**src/rtl/bus_receiver_pkg.sv**
```systemverilog
// rtl/bus_receiver_pkg.sv - shared byte-bus frame layout constants and receiver state encoding
// Frame layout is {addr, data} sent MSB byte first; the arbiter uses the same constants.
package bus_receiver_pkg;

  localparam int BUS_ADDRW   = 24;
  localparam int BUS_FRAME_W = BUS_ADDRW + 8;
  localparam int BUS_NBYTES  = BUS_FRAME_W / 8;

  typedef enum logic {
    IDLE = 1'b0,
    RECV = 1'b1
  } rx_state_e;

  function automatic int frame_beats(input int addrw);
    return (addrw + 8) / 8;
  endfunction

endpackage

```
**src/rtl/bus_rx_timer.sv**
```systemverilog
// rtl/bus_rx_timer.sv - saturating idle counter with clear/enable and an expired flag
// expired is high while the count sits at TIMEOUT-1; the caller decides what expiry means.
module bus_rx_timer
  import bus_receiver_pkg::*;
#(
  parameter int TIMEOUT = 16
) (
  input  logic clk,
  input  logic rst,
  input  logic clear,
  input  logic enable,
  output logic expired
);

  localparam int CW = (TIMEOUT > 2) ? $clog2(TIMEOUT) : 1;
  localparam logic [CW-1:0] LAST = CW'(TIMEOUT - 1);

  logic [CW-1:0] idle_cnt;

  always_ff @(posedge clk) begin
    if (rst || clear) begin
      idle_cnt <= '0;
    end else if (enable && idle_cnt != LAST) begin
      idle_cnt <= idle_cnt + CW'(1);
    end
  end

  assign expired = (idle_cnt == LAST);

endmodule

```
**src/rtl/bus_receiver.sv**
```systemverilog
// rtl/bus_receiver.sv - reassembles byte-bus beats into {addr, data} frames behind a one-entry output register
// Truncated frames are dropped after TIMEOUT idle cycles and flagged on frame_err.
module bus_receiver
  import bus_receiver_pkg::*;
#(
  parameter int ADDRW   = BUS_ADDRW,
  parameter int TIMEOUT = 16
) (
  input  logic             clk,
  input  logic             rst,
  input  logic [7:0]       data_in,
  input  logic             valid_in,
  output logic             bus_ready,
  output logic [ADDRW-1:0] addr_out,
  output logic [7:0]       data_out,
  output logic             out_valid,
  input  logic             out_ready,
  output logic             frame_err,
  output logic             busy
);

  localparam int NBYTES = frame_beats(ADDRW);
  localparam int BW     = (NBYTES > 2) ? $clog2(NBYTES) : 1;
  localparam logic [BW-1:0] LAST_BEAT = BW'(NBYTES - 1);

  rx_state_e        state;
  logic [BW-1:0]    beat_cnt;
  logic [ADDRW-1:0] shreg;
  logic             beat;
  logic             idle_tick;
  logic             expired;
  logic             timeout;

  // Only the final beat can stall, and only while the output register is full and not draining.
  assign bus_ready = !((beat_cnt == LAST_BEAT) && out_valid && !out_ready);
  assign beat      = valid_in && bus_ready;
  assign idle_tick = (state == RECV) && !valid_in && bus_ready;
  assign timeout   = idle_tick && expired;
  assign busy      = (state == RECV);

  bus_rx_timer #(
    .TIMEOUT (TIMEOUT)
  ) u_timer (
    .clk     (clk),
    .rst     (rst),
    .clear   ((state != RECV) || beat),
    .enable  (idle_tick),
    .expired (expired)
  );

  always_ff @(posedge clk) begin
    if (rst) begin
      state     <= IDLE;
      beat_cnt  <= '0;
      shreg     <= '0;
      addr_out  <= '0;
      data_out  <= '0;
      out_valid <= 1'b0;
      frame_err <= 1'b0;
    end else begin
      frame_err <= 1'b0;
      if (out_valid && out_ready) begin
        out_valid <= 1'b0;
      end
      case (state)
        IDLE: begin
          if (beat) begin
            shreg    <= ADDRW'({shreg, data_in});
            beat_cnt <= BW'(1);
            state    <= RECV;
          end
        end
        RECV: begin
          if (beat) begin
            if (beat_cnt == LAST_BEAT) begin
              // A load overrides the consume clear above.
              addr_out  <= shreg;
              data_out  <= data_in;
              out_valid <= 1'b1;
              beat_cnt  <= '0;
              state     <= IDLE;
            end else begin
              shreg    <= ADDRW'({shreg, data_in});
              beat_cnt <= beat_cnt + BW'(1);
            end
          end else if (timeout) begin
            beat_cnt  <= '0;
            state     <= IDLE;
            frame_err <= 1'b1;
          end
        end
        default: begin
          state    <= IDLE;
          beat_cnt <= '0;
        end
      endcase
    end
  end

endmodule

```
**config.mk**
```make
export PLATFORM = sky130hd
export DESIGN_NAME = bus_receiver
export DESIGN_NICKNAME = d
export VERILOG_FILES = /design/src/rtl/bus_receiver_pkg.sv /design/src/rtl/bus_rx_timer.sv /design/src/rtl/bus_receiver.sv
export SDC_FILE = /design/constraint.sdc
export NUM_CORES = 1
export LEC_CHECK = 0
export BUFFER_PORTS_ARGS = -buffer_cell sky130_fd_sc_hd__buf_4
export CAP_MARGIN = 30
export CORE_MARGIN = 3
export CORE_UTILIZATION = 25
export DETAILED_ROUTE_END_ITERATION = 8
export HOLD_SLACK_MARGIN = 0.12
export PLACE_DENSITY = 0.39
export SYNTH_ARGS = -nofsm -noshare
export SYNTH_HDL_FRONTEND = slang
export SYNTH_SLANG_ARGS = --single-unit
```
**constraint.sdc**
```tcl
create_clock -name clk -period 1.8 [get_ports clk]
set_input_delay 0.54 -clock clk [delete_from_list [all_inputs] [get_ports clk]]
set_output_delay 0.54 -clock clk [all_outputs]
set_load 0.01 [all_outputs]
```
==> impl_metrics.yaml <==
outcome:
  status: "finished, final reports clean"
power:
  power_density_nw_per_um2: 880
  peakVddDrop_mv: 0.418
  finalPower_mw: 2.81
  leakagePower_nw: 1.23
timing:
  worstMarginPinSlew_ns: 0.370
  setup-tns-final_ns: 0
  finalSetupViolCount: 0
  rsz0062_at_grt: "no"
  final_hold_viol_count: 0
  post-route-min-period_ns: 1.67
  fmax_mhz: 599
  setup_slack_ns: 0.131
  slew_violations: 0
  slew_headroom: 0.753
  clock_skew_ns: 0.00975
  timing.final.crit_share: 0.927
  hold_slack_ns: 0.451
cts:
  cts_sinks: 65
  cts.path.max_buffers: 2
  clk_pin_slew_ns: 0.07
  numCtsBuffers: 9
  cts_max_level: 3
  cts_tree: "yes"
  clock_latency_ns: 0.33
  root_buffer: "clkbuf_8"
  cts_hold_buf: 0
worst_setup_path:
  critPathMaxFanout: 5
  critPathKind: "flip-flop to primary output"
  crit_arrival_ns: 1.13
  r2r_start: "beat_cnt[0]"
  cp_cell_sequence: "ha_4 -> nand3b_1 -> buf_4"
  crit_start: "beat_cnt[0]"
  worst_setup_path_end_kind: "primary output"
  cp_top_family: "flip-flops"
  r2r_cells: 5
  cp_num_cells: 3
  worstSetupStartpointType: "flip-flop"
  required_ns: 1.26
  cpMaxStageDelayCell: "dfxtp_2"
  cp_slowest_stage_delay_ns: 0.36
  worst-path-buf-inv: 1
layout:
  fin_util: 0.337
  n_antenna_cell: 0
  drive_gt1_frac: 0.236
  area_growth_pct: 28.2
  fillers: 1041
  fin_nets: 342
  fin_area_um2: 3190
  instances_no_fill: 460
die:
  die-area_um2: 11200
  die_h_um: 106
  die_w_um: 106
  io_pins: 48
  num_rows: 35
  core_area_um2: 9460
  start_util: 0.263
yosys:
  synth_top_area_frac: 0.523
  synth_top_cell_by_area: "dfxtp_1"
  seq_area_frac_synth: 0.523
  ys_warn_count: 0
  synthesis.nets: 291
  ys_ff_latch: 65
  postSynthCellCount: 277
  synthDistinctLibCells: 30
  yosys-top-cells-area: "dfxtp_1 (52%), nand2_1 (11%), a21oi_1 (7.0%), mux2i_1 (6.8%), nand2b_1 (6.0%)"
  syn_avg_cell_area_um2: 8.98
  syn-cell-area_um2: 2490
place:
  place_ws_ns: 0.0962
  gp_congestion: 0.643
  postPlaceCellArea_um2: 2980
  dpl.hpwl_um: 4060
  port_buffers: 47
  dp_cells: 445
route:
  first_pass_iters: 5
  avgViaCountPerCell: 4.35
  wl_um: 5920
  drt_first_iter_violations: 40
  wire_per_inst_um: 12.9
  num_vias: 1999
  detail-route-antenna-nets: 0
  route.detailed.drc: 0
run:
  drv_cap: 0
global_route:
  antenna_found_initial: 0
  grt_usage: 0.114
  grt_pass1_wl_um: 10000
  grt_pass1_vias: 2017
  grt_max_degree: 25
  grt.overflow.total: 0
min_path:
  hold_start: "shreg[3]"
  hold_class: "flip-flop to flip-flop"
  hold_depth: 2
==> routing by layer <==
layer  share of wire  GRT usage
met1            0.48      0.141
met2            0.45      0.180
met3           0.057     0.0490
met5               0          0
met4           0.010     0.0305
==> cells in the final DEF (no fill, tap or decap), types with 2 or more instances in the layout <==
cell,instances
nand4b_1,8
o21ai_1,2
nor2_1,5
nand2_1,70
buf_4,60
dfxtp_1,63
nand2b_1,24
nand3_1,2
nand4_1,3
o21ai_0,6
nor3_1,3
xor2_1,2
a21oi_1,35
clkbuf_8,10
dfxtp_2,2
mux2i_1,17
==> area by class of cell <==
class / count / area [um2] / area share
flip-flops and latches: 65 / 1300 / 0.409
inverters: 1 / 3.75 / 0.00118
clock buffers: 11 / 141 / 0.0443
clock inverters: 3 / 42.5 / 0.0133
multi-input cells: 191 / 1090 / 0.341
well taps: 129 / 161 / 0.0506
repair buffers: 60 / 450 / 0.141
==> cell usage after synthesis <==
library cell and instances:
nand2_1 70, dfxtp_1 65, a21oi_1 35, nand2b_1 24
mux2i_1 17, clkbuf_1 13, nand4b_1 8, o21ai_0 6
nor2_1 5, buf_6 4, buf_2 3, nand4_1 3
nor3_1 3, ha_1 2, nand3_1 2, o21ai_1 2
xor2_1 2, a211o_1 1, a21bo_1 1, a31oi_1 1
a41o_1 1, and2_4 1, and3_1 1, and4_1 1
inv_1 1, nand2b_4 1, nand3b_1 1, nor2b_1 1
o211ai_1 1, o22ai_1 1
==> path summary, 6_finish.rpt <==
path / to / slack [ns]
setup / recovery: bus_ready / 0.13
hold / removal: addr_out[3] / 0.45
setup reg to reg: frame_err / 0.31
hold reg to reg: addr_out[3] / 0.45
==> worst reg2reg max path, cell delays in order (launching register included) <==
cell and delay (ns):
dfxtp_2 0.36, ha_4 0.15, nand3b_1 0.12, buf_4 0.18
a211o_1 0.37, nor3_1 0.23
==> report_power, final <==
part / internal, mW / switching [mW]
logic: 0.0660 / 0.0728
clock network: 0.661 / 0.531
registers: 1.46 / 0.0154
==> timing repair <==
action                                 4_1_cts  5_1_grt
resized for setup                            1        3
pin swaps                                    2        0
endpoints found under the hold margin        0        0
setup endpoints to repair                    1        1
setup buffers                                1        0
==> state kept, by name, summed over array words and instances (netlist names) <==
name and cells:
busy 1, shreg 24, frame_err 1, out_valid 1, data_out 8, u_timer.idle_cnt 4
addr_out 24, beat_cnt 2
==> cells by family after synthesis <==
| logic type | count (synthesis) | share of synthesized area |
|---|---|---|
| xor gates and xnor gates | 2 | 0.00704 |
| DFF | 65 | 0.523 |
| and+or+nand+nor | 121 | 0.240 |
| adders and majority gates | 2 | 0.0101 |
| buffers and inverters | 21 | 0.0453 |
| AOI/OAI and AO/OA | 49 | 0.106 |
| muxes | 17 | 0.0684 |
No activity file was read; power rests on OpenSTA's default activity.
